`config.mk`:
```
export PLATFORM = sky130hd
export DESIGN_NAME = cordic_iter_ctrl
export DESIGN_NICKNAME = d
export VERILOG_FILES = /design/src/rtl/cordic_iter_ctrl.sv
export SDC_FILE = /design/constraint.sdc
export NUM_CORES = 1
export LEC_CHECK = 0
export ABC_CLOCK_PERIOD_IN_PS = 1900
export CORE_MARGIN = 2
export CORE_UTILIZATION = 36
export DETAILED_ROUTE_END_ITERATION = 8
export PLACE_DENSITY_LB_ADDON = 0.12
export REMOVE_ABC_BUFFERS = 1
export SYNTH_ARGS = -nofsm -noshare
export SYNTH_HDL_FRONTEND = slang
export SYNTH_SLANG_ARGS = --single-unit
export TNS_END_PERCENT = 100
```
`constraint.sdc`:
```
create_clock -name i_clk -period 1.9 [get_ports i_clk]
set_clock_uncertainty 0.05 [all_clocks]
set_input_delay 0.19 -clock i_clk [delete_from_list [all_inputs] [get_ports i_clk]]
set_output_delay 0.19 -clock i_clk [all_outputs]
set_load 0.02 [all_outputs]
```
`src/rtl/cordic_iter_ctrl.sv`:
```
// Iterative sequencer for a single combinational CORDIC micro-rotation stage.
// It feeds the registered x/y/z back through the stage for p_ITER steps and issues shift, LUT address and direction.
//   state | meaning
//   IDLE  | ready for an operand set; working registers hold the last result
//   RUN   | one stage evaluation per cycle, results written back each edge
//   DONE  | result presented on o_x/o_y/o_z until downstream accepts
module cordic_iter_ctrl #(
    parameter int p_WIDTH = 16,
    parameter int p_ITER  = 16,
    localparam int p_LOG2_WIDTH = $clog2(p_WIDTH)
) (
    input  logic                    i_clk,
    input  logic                    i_rst_n,
    input  logic                    i_valid,
    output logic                    o_ready,
    input  logic [p_WIDTH-1:0]      i_x,
    input  logic [p_WIDTH-1:0]      i_y,
    input  logic [p_WIDTH-1:0]      i_z,
    input  logic                    i_mode,
    input  logic                    i_vector,
    output logic [p_WIDTH-1:0]      o_stage_x,
    output logic [p_WIDTH-1:0]      o_stage_y,
    output logic [p_WIDTH-1:0]      o_stage_z,
    output logic                    o_stage_d,
    output logic                    o_stage_mode,
    output logic [p_LOG2_WIDTH-1:0] o_stage_shift,
    output logic [p_LOG2_WIDTH-1:0] o_lut_addr,
    input  logic [p_WIDTH-1:0]      i_stage_xnext,
    input  logic [p_WIDTH-1:0]      i_stage_ynext,
    input  logic [p_WIDTH-1:0]      i_stage_znext,
    output logic                    o_valid,
    input  logic                    i_ready,
    output logic [p_WIDTH-1:0]      o_x,
    output logic [p_WIDTH-1:0]      o_y,
    output logic [p_WIDTH-1:0]      o_z,
    output logic                    o_busy
);

    localparam int CNT_W = (p_ITER > 2) ? $clog2(p_ITER) : 1;
    // Two extra bits so the repeat point can hold 3*(p_WIDTH-1)+1.
    localparam int REP_W = p_LOG2_WIDTH + 2;
    localparam logic [p_LOG2_WIDTH-1:0] SHIFT_MAX = p_LOG2_WIDTH'(p_WIDTH - 1);
    localparam logic [CNT_W-1:0]        CNT_LAST  = CNT_W'(p_ITER - 1);

    typedef enum logic [1:0] {
        IDLE = 2'd0,
        RUN  = 2'd1,
        DONE = 2'd2
    } state_t;

    state_t state_q;
    state_t state_d;

    logic [p_WIDTH-1:0]      r_x;
    logic [p_WIDTH-1:0]      r_y;
    logic [p_WIDTH-1:0]      r_z;
    logic                    r_mode;
    logic                    r_vector;
    logic [CNT_W-1:0]        r_cnt;
    logic [p_LOG2_WIDTH-1:0] r_shift;
    logic [REP_W-1:0]        r_rep;
    logic                    r_rep_again;

    logic                    accept;
    logic                    last_step;
    logic                    at_rep;
    logic [p_LOG2_WIDTH-1:0] shift_step;

    assign accept     = (state_q == IDLE) && i_valid;
    assign last_step  = (state_q == RUN) && (r_cnt == CNT_LAST);
    assign at_rep     = !r_mode && (REP_W'(r_shift) == r_rep);
    assign shift_step = (r_shift == SHIFT_MAX) ? r_shift : r_shift + 1'b1;

    always_ff @(posedge i_clk or negedge i_rst_n) begin
        if (!i_rst_n) begin
            state_q <= IDLE;
        end else begin
            state_q <= state_d;
        end
    end

    always_comb begin
        state_d = state_q;
        case (state_q)
            IDLE: if (i_valid)   state_d = RUN;
            RUN:  if (last_step) state_d = DONE;
            DONE: if (i_ready)   state_d = IDLE;
            default:             state_d = IDLE;
        endcase
    end

    always_ff @(posedge i_clk or negedge i_rst_n) begin
        if (!i_rst_n) begin
            r_x         <= '0;
            r_y         <= '0;
            r_z         <= '0;
            r_mode      <= 1'b0;
            r_vector    <= 1'b0;
            r_cnt       <= '0;
            r_shift     <= '0;
            r_rep       <= '0;
            r_rep_again <= 1'b0;
        end else if (accept) begin
            r_x         <= i_x;
            r_y         <= i_y;
            r_z         <= i_z;
            r_mode      <= i_mode;
            r_vector    <= i_vector;
            r_cnt       <= '0;
            r_shift     <= i_mode ? '0 : p_LOG2_WIDTH'(1);
            r_rep       <= REP_W'(4);
            r_rep_again <= 1'b0;
        end else if (state_q == RUN) begin
            r_x   <= i_stage_xnext;
            r_y   <= i_stage_ynext;
            r_z   <= i_stage_znext;
            r_cnt <= r_cnt + 1'b1;
            // Hyperbolic convergence needs the repeat-point shift issued a second time.
            if (at_rep && !r_rep_again) begin
                r_rep_again <= 1'b1;
            end else begin
                r_shift <= shift_step;
                if (at_rep) begin
                    r_rep_again <= 1'b0;
                    r_rep       <= (r_rep << 1) + r_rep + REP_W'(1);
                end
            end
        end
    end

    assign o_ready       = (state_q == IDLE);
    assign o_busy        = (state_q == RUN) || (state_q == DONE);
    assign o_valid       = (state_q == DONE);
    assign o_stage_x     = r_x;
    assign o_stage_y     = r_y;
    assign o_stage_z     = r_z;
    assign o_stage_d     = r_vector ? r_y[p_WIDTH-1] : ~r_z[p_WIDTH-1];
    assign o_stage_mode  = r_mode;
    assign o_stage_shift = r_shift;
    assign o_lut_addr    = r_shift;
    assign o_x           = r_x;
    assign o_y           = r_y;
    assign o_z           = r_z;

endmodule

```
==> summary.txt <==
GRT
  – GRT overflow: 0
  – Number of global-route vias before repair: between 3000 and 4000
  – GRT Total Usage: 0.2017
  – Antenna violations before repair: 0
  – Largest net degree at the start of global routing: 62
  – First-pass GRT wire length: roughly 18000 µm

Place
  – Worst slack, placed: just under 0.06 ns
  – Placer Congestion: between 0.7 and 0.8
  – Post-detail-place hpwl: slightly below 9000 µm
  – Standard cell area after detailed placement: around 5800 µm²
  – Number of placed instances with taps included: roughly 700
  – Port Buffer Count: 210

Route
  – Met2 wire length: approximately 6000 µm
  – Uppermost layer routed: met4
  – Number of nets with antenna violations after detailed routing: 0
  – Number of design-rule violations left by the first detailed-router iteration: 109
  – Remaining routing DRC violations: 0
  – Total routed wirelength: 11610 µm
  – Routed length per instance: between 15 and 20 µm
  – Routed via count: about 3400
  – DR vias/cell: ~4.8
  – Drt pass-1 iters: 4
  – Met1 layer wirelength in the final routing: 4553 µm
  – Met3 wire length: 956 µm

Setup path
  – WP data arrival: 1.59 ns
  – R2r worst-path depth: 4
  – Reg2reg setup slack: ~0.09 ns
  – Data required time of the worst path: roughly 1.7 ns
  – Max stage delay cell, worst path: sky130_fd_sc_hd__clkdlybuf4s50_1
  – Crit path cell chain: o21ai_0 -> clkdlybuf4s50_1
  – Kind of start point of the critical path: flop
  – Capture point of the worst reg-to-reg path: r_rep[2]$_DFFE_PN0P_
  – Maximum fanout count along the critical path: 4
  – Reg2reg start: r_rep[0]$_DFFE_PN0P_
  – Worst path buffer plus inverter count: 1
  – Crit end category: output port
  – Delay-heaviest family, CP: buffers and inverters
  – Maximum single-stage delay on the critical path: ~0.66 ns
  – Category of the most critical setup path: flop to output port

STA
  – Worst Slack Setup Final: 0.06682 ns
  – Worst-Margin Slew: ~0.55 ns
  – Fmax achieved: 0.5455 GHz
  – RSZ-0062 raised after global routing: false
  – Final-layout worst hold slack: roughly 0.11 ns
  – Setup TNS: 0 ns
  – Crit share post-route: 0.9648
  – Number of hold-slack violations in the final timing report: 0
  – Final setup violation count: 0
  – Time the worst path needs with I/O delays and setup: about 1.8 ns
  – Normalized max-slew margin: 0.6311
  – Number of slew-limit violations in the final report: 0

Layout
  – Final design area excluding fillers: between 5000 and 6000 µm²
  – Area added between synthesis and finish: 54.99%
  – Final standard cell utilization of the core: 0.5758
  – Number of standard cells in the final layout excluding fillers: 708
  – Fraction of layout instances using a drive strength above 1: 0.06119
  – Number of diodes: 0
  – Area of the multi-input gates: 1678 µm²
  – Sequential cell area: ~1700 µm²
  – Layout Nets: ~680
  – Fill cell instance count of the final layout: between 900 and 1000

Synth
  – Mapped Area: between 3000 and 4000 µm²
  – Proportion of netlist area held by the largest area contributor: 0.4352
  – Post-synthesis register bit count: 67
  – Sequential-to-total area share from yosys stat: 0.4352
  – Syn_area_per_cell: roughly 9.5 µm²
  – Most area-hungry cell type in the Yosys netlist: sky130_fd_sc_hd__dfrtp_1
  – Biggest area contributors in the synthesized netlist: sky130_fd_sc_hd__dfrtp_1, sky130_fd_sc_hd__mux2i_1, sky130_fd_sc_hd__buf_4, sky130_fd_sc_hd__o21ai_0, sky130_fd_sc_hd__nand2_1
  – Async S/R FF share, synth: 1.000
  – Predominant post-synthesis flop cell: sky130_fd_sc_hd__dfrtp_1
  – Gate count of the mapped netlist: between 400 and 500
  – Library cells used by synthesis: 39
  – Warnings from Yosys: 0
  – Post-synth EDFFs: 0

Run
  – Reported max-cap violation count: 0

CTS
  – Num Clock Sinks: 67
  – Latest clock arrival within the worst-skew pair: roughly 0.34 ns
  – CTS tree: done
  – Depth of the CTS H-tree: 3
  – Clock-pin slew on the worst setup and hold paths: around 0.07 ns
  – Number of buffers created by CTS: 9
  – Maximum buffer depth of the clock tree: 2
  – Clock root cell: sky130_fd_sc_hd__clkbuf_8

Floorplanning
  – Width of the chip: between 100 and 150 µm
  – Num ports: approximately 210
  – Die area: around 12000 µm²
  – Starting utilization of the core area: 0.3715
  – Area of the placeable core: slightly above 10000 µm²
  – Chip Height: roughly 110 µm
  – Placement Rows: 37

Pwr
  – Maximum vdd ir drop: 1270 µV
  – Power density over the cells: between 1500 and 2000 nW/µm²
  – Static Leakage: about 2.5 nW
  – Overall Power: between 9 and 10 mW

Hold path
  – Worst min path class: primary input to async pin

Run status
  – Outcome: complete, no violations
## registers in the layout (all words and copies together), names as in the netlist
name and flops:
o_stage_x 16, o_stage_y 16, o_stage_z 16, r_rep 6, o_lut_addr 4, r_cnt 4
state_q 2, o_stage_mode 1, r_rep_again 1, r_vector 1
## cells in the final DEF (no fill, tap or decap), types with 2 or more instances in the layout
cell type	n
sky130_fd_sc_hd__xnor2_1	5
sky130_fd_sc_hd__buf_4	13
sky130_fd_sc_hd__o21ai_0	56
sky130_fd_sc_hd__o211ai_1	4
sky130_fd_sc_hd__nor2b_1	2
sky130_fd_sc_hd__nand3_1	6
sky130_fd_sc_hd__inv_1	9
sky130_fd_sc_hd__clkdlybuf4s50_1	206
sky130_fd_sc_hd__nor2_1	7
sky130_fd_sc_hd__mux2i_1	51
sky130_fd_sc_hd__dfrtp_1	67
sky130_fd_sc_hd__dlygate4sd2_1	3
sky130_fd_sc_hd__nand2_1	68
sky130_fd_sc_hd__nor4b_1	2
sky130_fd_sc_hd__buf_12	2
sky130_fd_sc_hd__a21oi_1	11
sky130_fd_sc_hd__ha_1	11
sky130_fd_sc_hd__xor2_1	3
sky130_fd_sc_hd__clkbuf_8	11
sky130_fd_sc_hd__and3_1	2
sky130_fd_sc_hd__nand4b_1	2
sky130_fd_sc_hd__nand4_1	4
sky130_fd_sc_hd__nor3_1	2
sky130_fd_sc_hd__nand2b_1	2
## cells by family (layout without fill, tap and decap cells)
kind of cell,count (synthesis),in the layout,share of synthesized area
AOI/OAI and AO/OA,81,81,0.1169
adders and majority gates,13,13,0.04417
buffers and inverters,83,250,0.1332
DFF,67,67,0.4352
and+or+nand+nor,102,102,0.1198
muxes,51,51,0.1325
xor gates and xnor gates,8,8,0.01819
## layout make-up
class	instances	area share
repair buffers	226	0.3753
flip-flops and latches	67	0.2808
clock buffers	12	0.02598
inverters	10	0.006287
clock inverters	2	0.002096
multi-input cells	255	0.2810
well taps	136	0.02850
## worst max path at each step
stage,start,endpoint,slack [ns],cells after the start
2_1_floorplan,state_q[1]$_DFFE_PN0P_,r_rep[2]$_DFFE_PN0P_,-1.85,6
3_3_place_gp,state_q[1]$_DFFE_PN0P_,r_rep[2]$_DFFE_PN0P_,0.09,6
3_5_place_dp,state_q[1]$_DFFE_PN0P_,r_rep[2]$_DFFE_PN0P_,0.06,6
4_1_cts,state_q[1]$_DFFE_PN0P_,r_rep[2]$_DFFE_PN0P_,0.05,6
5_1_grt,o_stage_z[15]$_DFFE_PN0P_,o_stage_d,0.002,2
6_report,o_stage_z[15]$_DFFE_PN0P_,o_stage_d,0.07,2
## metal layers
layer | vias to the layer above | global-route usage
li1 | 1660 | -
met1 | 1586 | 0.2361
met2 | 120 | 0.3427
met3 | 13 | 0.07203
met4 | 0 | 0.06868
met5 | - | 0
## report_power, final
| part | total (mW) | switching, mW | internal (mW) |
|---|---|---|---|
| Clock | 1.06 | 0.530 | 0.529 |
| Combinational | 6.28 | 3.28 | 3.00 |
| Sequential | 2.64 | 0.570 | 2.06 |
## timing repair
action,in CTS,in global routing
hold endpoints to repair,67,0
cloned,0,0
resized for setup,3,1
hold buffers,1,0
setup endpoints to repair,3,2
setup buffers,0,1
## Yosys cell counts, types with 2 or more instances
library cell	instances
sky130_fd_sc_hd__clkbuf_1	15
sky130_fd_sc_hd__and3_1	2
sky130_fd_sc_hd__dfrtp_1	67
sky130_fd_sc_hd__a21oi_1	11
sky130_fd_sc_hd__nor2_1	7
sky130_fd_sc_hd__nor3_1	2
sky130_fd_sc_hd__nand4_1	4
sky130_fd_sc_hd__xnor2_1	5
sky130_fd_sc_hd__o211ai_1	4
sky130_fd_sc_hd__nand3_1	6
sky130_fd_sc_hd__nand4b_1	2
sky130_fd_sc_hd__nand2b_1	2
sky130_fd_sc_hd__mux2i_1	51
sky130_fd_sc_hd__inv_1	10
sky130_fd_sc_hd__nand2_1	68
sky130_fd_sc_hd__nor2b_1	2
sky130_fd_sc_hd__ha_1	12
sky130_fd_sc_hd__nor4b_1	2
sky130_fd_sc_hd__o21ai_0	56
sky130_fd_sc_hd__buf_4	52
sky130_fd_sc_hd__xor2_1	3
sky130_fd_sc_hd__buf_2	5
## worst register-to-register path, stage by stage (launching register included)
cell,delay [ns]
sky130_fd_sc_hd__dfrtp_1,0.45
sky130_fd_sc_hd__xor2_1,0.24
sky130_fd_sc_hd__or4b_4,0.58
sky130_fd_sc_hd__or3_1,0.33
sky130_fd_sc_hd__o211ai_1,0.09
No activity file was read; power rests on OpenSTA's default activity.
